## config.mk

```make
export PLATFORM = sky130hd
export DESIGN_NAME = gin_mcast_bus
export DESIGN_NICKNAME = d
export VERILOG_FILES = /design/src/rtl/gin_mcast_bus.sv
export SDC_FILE = /design/constraint.sdc
export NUM_CORES = 1
export LEC_CHECK = 0
export CAP_MARGIN = 20
export CORE_MARGIN = 4
export CORE_UTILIZATION = 45
export DETAILED_ROUTE_END_ITERATION = 10
export GPL_ROUTABILITY_DRIVEN = 0
export PLACE_DENSITY = 0.85
export SLEW_MARGIN = 25
export SYNTH_ARGS = -nofsm -noshare
export SYNTH_HDL_FRONTEND = slang
export SYNTH_SLANG_ARGS = --single-unit
export TNS_END_PERCENT = 20
```

## constraint.sdc

```tcl
create_clock -name clk -period 2.4 [get_ports clk]
set_input_delay 0.48 -clock clk [delete_from_list [all_inputs] [get_ports clk]]
set_output_delay 0.48 -clock clk [all_outputs]
set_load 0.02 [all_outputs]
```

## src/rtl/gin_mcast_bus.sv

```systemverilog
`default_nettype none
// ============================================================================
//  Module      : gin_mcast_bus
//  Description : Tag-matched multicast bus. A single source fans out to
//                NUM_TARGETS consumers, each with a scan-loaded ID. The bus
//                stays busy until every matched target has taken the word.
//                Words that match no target are dropped and counted.
//                Optional feature macro: GIN_BROADCAST_EN (all-ones tag
//                reaches every target).
//  Revision    : 1.0 - initial release
// ============================================================================
module gin_mcast_bus #(
    parameter int BITWIDTH    = 16,
    parameter int TAG_LENGTH  = 4,
    parameter int NUM_TARGETS = 10,
    parameter int COUNT_WIDTH = 8
) (
    input  logic                   clk,
    input  logic                   rst,
    input  logic                   program_en,
    input  logic [TAG_LENGTH-1:0]  scan_tag_in,
    output logic [TAG_LENGTH-1:0]  scan_tag_out,
    input  logic                   src_valid,
    output logic                   src_ready,
    input  logic [TAG_LENGTH-1:0]  src_tag,
    input  logic [BITWIDTH-1:0]    src_data,
    output logic [NUM_TARGETS-1:0] tgt_valid,
    input  logic [NUM_TARGETS-1:0] tgt_ready,
    output logic [BITWIDTH-1:0]    tgt_data,
    output logic [COUNT_WIDTH-1:0] drop_count
);

    localparam logic [0:0]             c_IDLE = 1'b0;
    localparam logic [0:0]             c_BUSY = 1'b1;
    localparam logic [COUNT_WIDTH-1:0] c_ONE  = {{(COUNT_WIDTH-1){1'b0}}, 1'b1};

    logic [0:0]             r_state;
    logic [0:0]             w_state_next;
    logic [TAG_LENGTH-1:0]  r_ids [NUM_TARGETS];
    logic [NUM_TARGETS-1:0] r_pending;
    logic [NUM_TARGETS-1:0] w_pending_next;
    logic [NUM_TARGETS-1:0] w_match;
    logic [BITWIDTH-1:0]    r_data;
    logic [COUNT_WIDTH-1:0] r_drop_count;
    logic                   w_accept;
    logic                   w_shift;
    logic                   w_bcast;

    // Ready depends only on state and the program input, never on src_valid
    assign src_ready    = (r_state == c_IDLE) && !program_en && !rst;
    assign w_accept     = src_valid && src_ready;
    assign w_shift      = (r_state == c_IDLE) && program_en;
    assign scan_tag_out = r_ids[NUM_TARGETS-1];
    assign tgt_valid    = r_pending;
    assign tgt_data     = r_data;
    assign drop_count   = r_drop_count;

`ifdef GIN_BROADCAST_EN
    assign w_bcast = &src_tag;
`else
    assign w_bcast = 1'b0;
`endif

    generate
        for (genvar gi = 0; gi < NUM_TARGETS; gi++) begin : g_match
            assign w_match[gi] = (r_ids[gi] == src_tag) || w_bcast;
        end
    endgenerate

    always_comb begin
        w_state_next   = r_state;
        w_pending_next = r_pending;
        case (r_state)
            c_IDLE: begin
                if (w_accept && (|w_match)) begin
                    w_state_next   = c_BUSY;
                    w_pending_next = w_match;
                end
            end
            c_BUSY: begin
                w_pending_next = r_pending & ~tgt_ready;
                if (w_pending_next == '0) begin
                    w_state_next = c_IDLE;
                end
            end
            default: begin
                w_state_next   = c_IDLE;
                w_pending_next = '0;
            end
        endcase
    end

    always_ff @(posedge clk or posedge rst) begin
        if (rst) begin
            r_state   <= c_IDLE;
            r_pending <= '0;
        end else begin
            r_state   <= w_state_next;
            r_pending <= w_pending_next;
        end
    end

    // ID scan chain: target 0 is the chain input, the last target feeds the next bus
    always_ff @(posedge clk or posedge rst) begin
        if (rst) begin
            for (int i = 0; i < NUM_TARGETS; i++) begin
                r_ids[i] <= '0;
            end
        end else if (w_shift) begin
            r_ids[0] <= scan_tag_in;
            for (int i = 1; i < NUM_TARGETS; i++) begin
                r_ids[i] <= r_ids[i-1];
            end
        end
    end

    always_ff @(posedge clk or posedge rst) begin
        if (rst) begin
            r_data       <= '0;
            r_drop_count <= '0;
        end else if (w_accept) begin
            if (|w_match) begin
                r_data <= src_data;
            end else if (r_drop_count != '1) begin
                r_drop_count <= r_drop_count + c_ONE;
            end
        end
    end

endmodule
`default_nettype wire

```

[Word level (Yosys, flattened, before mapping)]
Index checks and enable logic that the tools add are counted.
Word-level totals
  word-level logic and storage cells: 47
  bits in writable memories: 0
  flip-flop bits (word level): 75
  bits in latches: 0
  memories kept: 0
  output and inout bits: 39
  memory bits (read-only): 0
Operators by class
  magnitude comparators: 0
  bitwise operators: 4
  $mul: 0
  shifts and indexed selects: 0
  add/subtract/negate cells: 1
  multiplexer cells: 5
  equal/unequal tests: 12
  divide/modulo/power cells: 0
  reduce and logical (&&, ||, !) cells: 11
Operator list (number)
  $eq A4 B4 Y1: 10
  $pmux W10 S2: 1
  $and A10 B10 Y10: 1
  $logic_not A10 Y1: 1
  $mux W10: 1
  $not A10 Y10: 1
  $reduce_or A10 Y1: 1
  $add A8 B1 Y8 const B: 1
  $ne A8 B8 Y1 const B: 1
  $logic_and A1 B1 Y1: 5
  $reduce_and A3 Y1: 1
  $logic_not A1 Y1: 2
  $mux W1: 2
  $ne A2 B1 Y1 const B: 1
  $not A1 Y1: 2
  $pmux W1 S2: 1
  $reduce_and A2 Y1: 1

[Depth between registers and ports, before layout]
  depth after elaboration: 7
  mapped depth: 9

[Least setup slack after synthesis]
OpenSTA, ideal clock, no wires.
  kind: input to register
  from: input src_tag[1]
  to: register r_data[10] (netlist: tgt_data[10])
  stages on the path: 8
  data arrival time: 2237 ps
  required time: 2275 ps
  setup time: 125 ps
  slack: 38 ps
  path buffers: 3
  cell sequence: buf_6 xor2_1 nor4_1 or4_4 o31a_1 buf_6 buf_12 mux2_4
On the way
  longest elaborated chain between the ends: 3
  elaborated cells between the ends (all ways): 12
  those cells by class: eq/ne: 10; reduce/logical: 2
Ends and longest elaborated chain
  start, declared: RTL line 25  | input logic [TAG_LENGTH-1:0] src_tag,
  $eq A4 B4 Y1: RTL line 66  | assign w_match[gi] = (r_ids[gi] == src_tag) || w_bcast;
  $reduce_or A10 Y1 *: RTL line 122  | if (|w_match) begin
  $reduce_and A2 Y1 (no line) *
  end signal, assigned: RTL line 123  | r_data <= src_data;
  end, declared: RTL line 43  | logic [BITWIDTH-1:0] r_data;
Mark *: on every way between the ends. The rest lies on a longest branch, timed or not.
A chain may end at the register's enable or synchronous reset.

[Worst setup path in the final report]
  from: input src_tag[1]
  to: register r_pending[6] (netlist: tgt_valid[6])
On the way
  longest elaborated chain between the ends: 4
  elaborated cells between the ends (all ways): 15
  those cells by class: eq/ne: 11; mux: 2; reduce/logical: 2
Ends and longest elaborated chain
  $eq A4 B4 Y1: RTL line 66
  $reduce_or A10 Y1: RTL line 75  | if (w_accept && (|w_match)) begin
  $logic_and A1 B1 Y1: RTL line 75
  $ne A2 B1 Y1 (no line)
  end signal, assigned: RTL line 99  | r_pending <= w_pending_next;
  end, declared: RTL line 40  | logic [NUM_TARGETS-1:0] r_pending;
Parallel ways exist; a longest one is shown, timed or not. The select of a mux whose other input is x is not followed.

==> flow_summary.toml <==
[clock_network]
cts_htree_levels = 3
cts_hold_buf = 0
numCtsBuffers = 9
cts_tree = "yes"
clk_pin_slew_ps = 80
cts_root_buffer = "clkbuf_8"
cts.sinks = 75
clk_path_buf_depth = 2
insertion_delay_ps = 350

[flow_run]
drv_cap = 0

[critical_path]
required_ps = 2640
r2r_end = "tgt_valid[6]"
start_kind = "input pin"
path_class = "input pin to flip-flop"
reg2reg_from = "r_ids[6]"
cp-end-kind = "flip-flop"
path_max_fanout = 7
cp-startpoint = "src_tag[1]"
cp.arrival_ps = 2580
ff2ff_setup_slack_ps = 70
reg2reg_depth = 9

[detailed_routing]
drt_iter0_drc = 114
wl_per_cell_um = 17.5
routed_via_density = 5.13
ant_nets = 0
first_pass_iters = 4
drc = 0
wl_um = 8660
via_count = 2545

[cells_and_area]
final_cells = 496
finalNetCount = 428
drive_above_1_share = 0.343
antennaDiodeCount = 0
syn_to_final_growth_pct = 40.9

[yosys]
synthDistinctLibCells = 38
yosys_warnings = 0
ys_async_sr_fraction = 1.00
netlist_area_um2 = 3640
syn_nets = 316
synth_seq_area_share = 0.516
synthCells = 277
post_synth.cell_area_avg_um2 = 13.1
synth.ff_latch_count = 75
yosys_most_used_dff = "dfrtp_1"
synth_edf_count = 0

[place]
dp.cells = 470
post-dp-hpwl_um = 5760
portBuffers = 76

[timing]
fin_crit_sh = 0.973
worstMarginPinSlew_ps = 424
whs_ps = 498
fmax_mhz = 428
setup_viol = 0
hold_viol_final = 0
drv_slew = 0
slew_headroom = 0.715
fin_crit_ps = 2330
finalClockSkew_ps = 10.3

[outcome]
status = "finished, final reports clean"

[power]
p_per_area_nw_per_um2 = 1190
p_leak_nw = 2.15
ir_drop_uv = 392

[floorplanning]
start_util = 0.466
die_h_um = 97.9
die-area_um2 = 9590
core_um2 = 7810
row_count = 32
die_w_um = 97.9
boundaryPins = 77

[min_path]
worstHoldPathType = "flip-flop to flip-flop"
hp-start = "drop_count[4]"
holdPathEnd = "drop_count[4]"
whs_path_depth = 1

[grt]
antenna_found_initial = 0
grt_usage = 0.187
grt_max_degree = 51
grt_pass1_vias = 2809
grt_pass1_wl_um = 14200
grt.overflow.total = 0
==> registers in the layout, summed over array words and instances (netlist names) <==
signal,cells
drop_count,8
r_ids,36
r_state,1
scan_tag_out,4
tgt_data,16
tgt_valid,10
==> synthesized netlist by cell type, drive strengths merged (2+ instances only) <==
cell type	number	share of area
mux2i	4	0.011
buf	12	0.033
nor3b	2	0.0041
nand2b	8	0.014
xor2	16	0.041
xnor2	29	0.070
a21boi	2	0.0041
nor4	4	0.0069
o21ai	2	0.0028
mux2	59	0.20
a21oi	4	0.0076
nand3	7	0.0096
inv	7	0.0072
nor2	5	0.0052
and3	5	0.0086
clkbuf	4	0.0041
a2bb2oi	2	0.0048
nor2b	3	0.0052
nand4	9	0.015
nand2	6	0.0062
dfrtp	75	0.52
o22a	2	0.0048
==> report_power, final <==
group          switching (W)  internal, W  total [W]  leakage, nW
registers           0.000505      0.00181    0.00232        0.926
clock network       0.000466     0.000583    0.00105        0.103
logic                0.00114      0.00160    0.00274         1.12
==> critical path, cell delays in order <==
cell	delay [ps]
clkdlybuf4s15_1	210
buf_12	140
xor2_2	160
nor4_2	70
or4_4	540
o31a_1	360
buf_6	150
buf_4	120
buf_4	120
mux2i_1	160
a21oi_1	60
==> cells by family after synthesis <==
kind of cell | Yosys count | share of synthesized area
simple gates | 53 | 0.0828
flops | 75 | 0.516
compound gates | 17 | 0.0361
mux | 63 | 0.207
xor+xnor | 45 | 0.110
fa+ha+maj | 1 | 0.00344
buf+inv | 23 | 0.0447
==> layer usage <==
metal,vias up,GRT usage,routed length (um)
met5,-,0,0
met4,0,0.0969,253
met3,21,0.0450,455
met2,83,0.319,4500
met1,1261,0.218,3450
li1,1180,-,-
==> worst max path at each step <==
stage / to / slack, ps
after floorplan: drop_count[0] / 10
after global placement: tgt_data[11] / -450
after detailed placement: tgt_valid[5] / -500
after CTS: tgt_valid[6] / 90
after global routing: tgt_valid[6] / -7
final: tgt_valid[6] / 70
==> layout by cell type (no fill, tap or decap), types with 4 or more instances in the layout <==
cell type / n
clkbuf_8: 9
mux2_4: 13
nand4_1: 9
mux2i_1: 4
nand3_1: 7
xor2_1: 6
nor2_1: 5
and3_1: 5
xor2_2: 9
buf_4: 30
inv_1: 6
nand2b_1: 8
dfrtp_1: 75
buf_12: 4
mux2_2: 46
xnor2_1: 29
buf_6: 5
nand2_1: 6
clkdlybuf4s50_1: 71
==> stage by stage <==
step | instance area [um^2] | total power [W] | worst slack (ps) | utilization | setup TNS, ps
final | 5130 | 0.00610 | 65.5 | 0.657 | 0
after CTS | 5060 | 0.00604 | 92.3 | 0.648 | 0
after global placement | 4680 | 0.00475 | -450 | 0.600 | -13460
after floorplan | 3640 | 0.00381 | 10.0 | - | 0
after detailed placement | 4680 | 0.00484 | -503 | 0.600 | -14880
after global routing | 5130 | 0.00643 | -7.32 | 0.657 | -9.23
==> what timing repair did <==
item                       CTS  global route
setup buffers                7             1
gates cloned                 2             0
pin swaps                    4             3
gates resized for setup     20            12
hold endpoints to repair     0             0
setup endpoints to repair   27            21
==> area by class of cell <==
class                   count  area [um^2]
flip-flops and latches     75         1880
clock buffers              11          131
fillers                   561         2680
clock inverters             5         77.6
well taps                 102          128
multi-input cells         179         1720
repair buffers            117         1170
inverters                   7         26.3
(Power assumes the default switching activity.)
